**src/rtl/seq_det_pkg.sv**
```systemverilog
// Shared types and constants for the seq_detect_param serial pattern detector.
// Optional counter is controlled by the SEQ_DET_CNT_EN macro (see seq_detect_param.sv).
package seq_det_pkg;

  typedef enum logic {
    OVL_OFF = 1'b0,
    OVL_ON  = 1'b1
  } ovl_e;

  localparam int          DEF_PAT_W   = 8;
  localparam int          DEF_CNT_W   = 16;
  localparam logic [7:0]  DEF_RST_PAT = 8'h0B;
  localparam int          DEF_RST_LEN = 4;
  localparam logic        DEF_RST_OVL = 1'b1;

  // Width of a field that can hold any length 0..pat_w inclusive.
  function automatic int len_w(input int pat_w);
    return $clog2(pat_w + 1);
  endfunction

endpackage

```
**src/rtl/seq_detect_param_if.sv**
```systemverilog
// Stream, configuration and result signals of seq_detect_param.
// The detector takes the slave view; a driver/bench takes the master view.
interface seq_detect_param_if
  import seq_det_pkg::*;
#(
  parameter int PAT_W = DEF_PAT_W,
  parameter int CNT_W = DEF_CNT_W
);
  localparam int LEN_W = len_w(PAT_W);

  logic             data;
  logic             data_vld;
  logic             cfg_load;
  logic [PAT_W-1:0] cfg_pat;
  logic [LEN_W-1:0] cfg_len;
  logic             cfg_ovl;
  logic             flag;
  logic [CNT_W-1:0] match_cnt;

  modport master (
    output data, data_vld, cfg_load, cfg_pat, cfg_len, cfg_ovl,
    input  flag, match_cnt
  );

  modport slave (
    input  data, data_vld, cfg_load, cfg_pat, cfg_len, cfg_ovl,
    output flag, match_cnt
  );
endinterface

```
**src/rtl/seq_det_cmp.sv**
```systemverilog
// Combinational match check: compares the low `len` bits of the next history
// against the pattern, gated by enough history and a non-zero length.
module seq_det_cmp
  import seq_det_pkg::*;
#(
  parameter int PAT_W = DEF_PAT_W,
  parameter int LEN_W = len_w(PAT_W)
) (
  input  logic [PAT_W-1:0] hist_next,
  input  logic [PAT_W-1:0] pat,
  input  logic [LEN_W-1:0] len,
  input  logic [LEN_W-1:0] fill_next,
  output logic             hit
);

  logic [PAT_W-1:0] mask;
  logic [PAT_W-1:0] diff;

  for (genvar i = 0; i < PAT_W; i++) begin : g_mask
    assign mask[i] = (LEN_W'(i) < len);
  end

  assign diff = (hist_next ^ pat) & mask;
  assign hit  = (len != '0) && (fill_next >= len) && (diff == '0);

endmodule

```
**src/rtl/seq_detect_param.sv**
```systemverilog
// Runtime-programmable serial pattern detector with overlap select.
// Define SEQ_DET_CNT_EN to build the saturating match counter; otherwise match_cnt is 0.
module seq_detect_param
  import seq_det_pkg::*;
#(
  parameter int               PAT_W   = DEF_PAT_W,
  parameter int               CNT_W   = DEF_CNT_W,
  parameter logic [PAT_W-1:0] RST_PAT = PAT_W'(DEF_RST_PAT),
  parameter int               RST_LEN = DEF_RST_LEN,
  parameter logic             RST_OVL = DEF_RST_OVL
) (
  input  logic                clk,
  input  logic                rst,
  seq_detect_param_if.slave   bus
);

  localparam int LEN_W = len_w(PAT_W);
  localparam logic [LEN_W-1:0] LEN_MAX = LEN_W'(PAT_W);

  logic [PAT_W-1:0] hist;
  logic [LEN_W-1:0] fill;
  logic [PAT_W-1:0] pat;
  logic [LEN_W-1:0] len;
  ovl_e             ovl;
  logic             flag;

  logic [PAT_W-1:0] hist_next;
  logic [LEN_W-1:0] fill_next;
  logic [LEN_W-1:0] len_clamped;
  logic             hit;
  logic             take_bit;

  // A bit arriving with cfg_load is dropped so the new config starts clean.
  assign take_bit    = bus.data_vld && !bus.cfg_load;
  assign hist_next   = {hist[PAT_W-2:0], bus.data};
  assign fill_next   = (fill == LEN_MAX) ? fill : fill + 1'b1;
  assign len_clamped = (bus.cfg_len > LEN_MAX) ? LEN_MAX : bus.cfg_len;

  seq_det_cmp #(
    .PAT_W (PAT_W),
    .LEN_W (LEN_W)
  ) u_cmp (
    .hist_next (hist_next),
    .pat       (pat),
    .len       (len),
    .fill_next (fill_next),
    .hit       (hit)
  );

  always_ff @(posedge clk) begin
    if (rst) begin
      hist <= '0;
      fill <= '0;
      pat  <= RST_PAT;
      len  <= LEN_W'(RST_LEN);
      ovl  <= ovl_e'(RST_OVL);
      flag <= 1'b0;
    end else if (bus.cfg_load) begin
      hist <= '0;
      fill <= '0;
      pat  <= bus.cfg_pat;
      len  <= len_clamped;
      ovl  <= ovl_e'(bus.cfg_ovl);
      flag <= 1'b0;
    end else if (bus.data_vld) begin
      hist <= hist_next;
      // Non-overlap mode forgets the matched bits by emptying the history count.
      fill <= (hit && ovl == OVL_OFF) ? '0 : fill_next;
      flag <= hit;
    end else begin
      flag <= 1'b0;
    end
  end

  assign bus.flag = flag;

`ifdef SEQ_DET_CNT_EN
  logic [CNT_W-1:0] cnt;

  always_ff @(posedge clk) begin
    if (rst) begin
      cnt <= '0;
    end else if (take_bit && hit && cnt != '1) begin
      cnt <= cnt + 1'b1;
    end
  end

  assign bus.match_cnt = cnt;
`else
  logic unused_take_bit;
  assign unused_take_bit = take_bit;
  assign bus.match_cnt   = '0;
`endif

endmodule
```
**src/flat_wrapper.sv**
```systemverilog
// flat-port wrapper written by rule: the top's interface ports become plain ports
module seq_detect_param_flat import seq_det_pkg::*;
#(
  parameter int               PAT_W   = DEF_PAT_W,
  parameter int               CNT_W   = DEF_CNT_W,
  parameter logic [PAT_W-1:0] RST_PAT = PAT_W'(DEF_RST_PAT),
  parameter int               RST_LEN = DEF_RST_LEN,
  parameter logic             RST_OVL = DEF_RST_OVL
)
  (clk, rst, bus_data, bus_data_vld, bus_cfg_load, bus_cfg_pat, bus_cfg_len, bus_cfg_ovl, bus_flag, bus_match_cnt);
  seq_detect_param_if #(.PAT_W(PAT_W), .CNT_W(CNT_W)) bus_i ();
  input  logic clk;
  input  logic rst;
  input wire logic [$bits(bus_i.data)-1:0] bus_data;
  input wire logic [$bits(bus_i.data_vld)-1:0] bus_data_vld;
  input wire logic [$bits(bus_i.cfg_load)-1:0] bus_cfg_load;
  input wire logic [$bits(bus_i.cfg_pat)-1:0] bus_cfg_pat;
  input wire logic [$bits(bus_i.cfg_len)-1:0] bus_cfg_len;
  input wire logic [$bits(bus_i.cfg_ovl)-1:0] bus_cfg_ovl;
  output wire logic [$bits(bus_i.flag)-1:0] bus_flag;
  output wire logic [$bits(bus_i.match_cnt)-1:0] bus_match_cnt;
  assign bus_i.data = bus_data;
  assign bus_i.data_vld = bus_data_vld;
  assign bus_i.cfg_load = bus_cfg_load;
  assign bus_i.cfg_pat = bus_cfg_pat;
  assign bus_i.cfg_len = bus_cfg_len;
  assign bus_i.cfg_ovl = bus_cfg_ovl;
  assign bus_flag = bus_i.flag;
  assign bus_match_cnt = bus_i.match_cnt;
  seq_detect_param #(.PAT_W(PAT_W), .CNT_W(CNT_W), .RST_PAT(RST_PAT), .RST_LEN(RST_LEN), .RST_OVL(RST_OVL)) u_core (.clk(clk), .rst(rst), .bus(bus_i));
endmodule
```
**config.mk**
```make
export PLATFORM = sky130hd
export DESIGN_NAME = seq_detect_param_flat
export DESIGN_NICKNAME = d
export VERILOG_FILES = /design/src/rtl/seq_det_pkg.sv /design/src/rtl/seq_detect_param_if.sv /design/src/rtl/seq_det_cmp.sv /design/src/rtl/seq_detect_param.sv /design/src/flat_wrapper.sv
export SDC_FILE = /design/constraint.sdc
export NUM_CORES = 1
export LEC_CHECK = 0
export CAP_MARGIN = 20
export CORE_ASPECT_RATIO = 1.1
export CORE_MARGIN = 2
export CORE_UTILIZATION = 30
export DETAILED_ROUTE_END_ITERATION = 12
export PLACE_DENSITY_LB_ADDON = 0.3
export SYNTH_ARGS = -nofsm -noshare
export SYNTH_HDL_FRONTEND = slang
export SYNTH_HIERARCHICAL = 1
export SYNTH_SLANG_ARGS = --single-unit
```
**constraint.sdc**
```tcl
create_clock -name clk -period 2.7 [get_ports clk]
set_input_delay 0.54 -clock clk [delete_from_list [all_inputs] [get_ports clk]]
set_output_delay 0.54 -clock clk [all_outputs]
set_load 0.05 [all_outputs]
```
==> results.yml <==
timing:
  rsz0062_at_grt: "no"
  skew_ps: 4.23
  drv_slew: 0
  hold_slack_ps: 501
  finalSetupViolCount: 0
  tightest_slew_ps: 695
  period_share: 0.903
  max_slew_margin: 0.535
  fin_crit_ps: 2440
  tns_ps: 0
  fmax_ghz: 0.410
  hold_viol_final: 0
detailed_routing:
  drtIter0Drc: 42
  viasPerCell: 4.53
  ant_nets: 0
  finalWirelength_um: 2610
  vias: 1041
  wire_per_inst_um: 11.3
  dr.pass1.iters: 4
  drc_errors: 0
power_and_ir_drop:
  pwr_density_cell_mw_per_mm2: 468
  pwr-share-seq: 0.524
  p_leak_nw: 0.693
  swShare: 0.282
  ir_drop_uv: 171
  p_clk_frac: 0.284
  p_int_uw: 542
  switchingPower_uw: 213
  power_frac_comb: 0.192
cts:
  clk_latency_ps: 260
  cts_tree: "yes"
  cts_num_sinks: 25
  h-tree-depth: 1
  cts_root_buffer: "clkbuf_8"
  clockBufferDepth: 2
  numCtsBuffers: 3
  path_clk_slew_ps: 80
yosys:
  netlist_area_mm2: 0.00140
  yosys_warnings: 6
  seq_area_frac_synth: 0.358
  synthCells: 157
  ys_ff_latch: 25
  async_reset_ff_frac: 0
  synth_top_flop_cell: "dfxtp_1"
  synth_edf_count: 0
  synth_cell_type_count: 36
  syn_area_per_cell_um2: 8.89
floorplan:
  die_h_um: 75.6
  rows: 26
  die_w_um: 69.1
  coreArea_mm2: 0.00455
  start_util: 0.307
  ios: 35
  die_area_mm2: 0.00522
grt:
  antenna_found_initial: 0
  grt_overflow_total: 0
  grt_pass1_wl_um: 4610
  grt_pass1_vias: 998
  grt_usage: 0.109
  grt_max_degree: 20
critical_path:
  critical_path.max_fanout: 6
  cp-start-kind: "flop"
  cp-end-kind: "flop"
  worstReg2RegEnd: "u_core/fill[3]$_SDFFE_PP0P_"
  r2r-start: "u_core/fill[0]$_SDFFE_PP0P_"
  reg2regPathDepth: 14
  cp.arrival_ps: 2630
  cp.required_ps: 2890
  crit_type: "reg2reg"
  r2r_slack_ps: 260
cells_and_area:
  instances_no_fill: 230
  diodes: 0
  utilization: 0.354
  final_cell_mix: "23 x dfxtp_1, 19 x nor2_1, 18 x clkdlybuf4s50_1"
  num-nets-final: 199
  n_fill_cell: 492
  final_common_cell: "dfxtp_1"
  syn_to_final_growth_pct: 15.6
  drive_above_1_share: 0.0575
min_path:
  min_path_type: "reg2reg"
  holdPathEnd: "u_core/fill[0]$_SDFFE_PP0P_"
  hold_path_startpoint: "u_core/fill[0]$_SDFFE_PP0P_"
  whs_path_depth: 1
place:
  port_buffers: 18
  place_hpwl_um: 1930
  place_congestion: 0.778
  dp.cells: 226
run:
  max_cap_viol_count: 0
status:
  status: "completed"
-- worst max-delay path by stage --
stage | start | to | cells past startpoint
after floorplan | u_core/fill[0]$_SDFFE_PP0P_ | u_core/fill[3]$_SDFFE_PP0P_ | 14
after global placement | u_core/fill[0]$_SDFFE_PP0P_ | u_core/fill[3]$_SDFFE_PP0P_ | 14
after detailed placement | u_core/fill[0]$_SDFFE_PP0P_ | u_core/fill[3]$_SDFFE_PP0P_ | 14
after CTS | u_core/fill[0]$_SDFFE_PP0P_ | u_core/fill[3]$_SDFFE_PP0P_ | 14
after global routing | u_core/fill[0]$_SDFFE_PP0P_ | u_core/fill[3]$_SDFFE_PP0P_ | 14
final | u_core/fill[0]$_SDFFE_PP0P_ | u_core/fill[3]$_SDFFE_PP0P_ | 14
-- kinds of logic (layout without fill, tap and decap cells) --
logic type | after synthesis | after routing | synth area share
DFF | 25 | 25 | 0.358
and+or+nand+nor | 45 | 45 | 0.164
AOI/OAI and AO/OA | 27 | 27 | 0.132
other | 1 | 16 | 0.00269
xor gates and xnor gates | 10 | 10 | 0.0627
adders and majority gates | 6 | 6 | 0.0538
muxes | 13 | 13 | 0.0932
buffers and inverters | 30 | 32 | 0.134
-- worst max-delay path: stages, from the launching register on --
cell and delay [ps]:
dfxtp_4 390, inv_1 50, ha_1 180, nand2_1 130, nor2_2 60, xnor2_1 140
inv_1 60, ha_1 260, o21ai_1 140, a21oi_1 80, o2111a_1 250, nor2b_1 160
nor4b_2 240, a31oi_1 70, a21oi_1 150
-- through the flow --
step | worst slack (ps) | instance area (um2) | power [mW]
finish | 262 | 1610 | 0.755
CTS | 103 | 1610 | 0.769
floorplan | 395 | 1450 | 0.528
global placement | 151 | 1560 | 0.550
global route | 43.5 | 1610 | 0.803
detailed placement | 133 | 1560 | 0.550
-- metal layers --
metal | vias up | GRT usage | wire length [um]
met4 | 0 | 0.0327 | 21
met2 | 21 | 0.207 | 1370
met3 | 2 | 0.0172 | 83
met1 | 485 | 0.129 | 1130
met5 | - | 0 | 0
li1 | 533 | - | -
-- Yosys cell counts (2+ instances only) --
master    number  area (um2)
a211o_1        4        35.0
a21oi_1        8        40.0
a31oi_1        2        12.5
buf_4         19         143
dfxtp_1       25         500
ha_1           6        75.1
inv_1          8        30.0
mux2i_1       13         130
nand2_1        5        18.8
nand2b_1       3        18.8
nand3_1        4        20.0
nor2_1        20        75.1
nor2b_1        7        43.8
o21ai_0        3        15.0
xnor2_1        5        43.8
xor2_1         5        43.8
-- power groups by stage --
stage / combinational, mW / sequential (mW) / clock (mW)
4_1_cts: 0.146 / 0.396 / 0.227
5_1_grt: 0.160 / 0.398 / 0.245
6_report: 0.145 / 0.396 / 0.215
3_3_place_gp: 0.145 / 0.405 / 0
2_1_floorplan: 0.127 / 0.401 / 0
3_5_place_dp: 0.145 / 0.405 / 0
-- layout make-up --
type / instances / area (um2) / area share
multi-input cells: 117 / 768 / 0.476
flip-flops and latches: 25 / 505 / 0.313
repair buffers: 20 / 195 / 0.121
well taps: 56 / 70.1 / 0.0434
clock buffers: 4 / 45.0 / 0.0279
inverters: 8 / 30.0 / 0.0186
-- repair_timing --
| action | in CTS | in global routing |
|---|---|---|
| gates resized for setup | 0 | 5 |
| hold endpoints to repair | 0 | 0 |
| hold buffers | 0 | 0 |
| endpoints found under the setup margin | 0 | 2 |
| buffers inserted | 0 | 0 |
-- state kept, by name, summed over array words and instances, names as in the netlist --
signal and count:
u_core/bus.flag 1, u_core/ovl 1, u_core/fill 4, u_core/len 4, u_core/hist 7, u_core/pat 8
(Power assumes the default switching activity.)
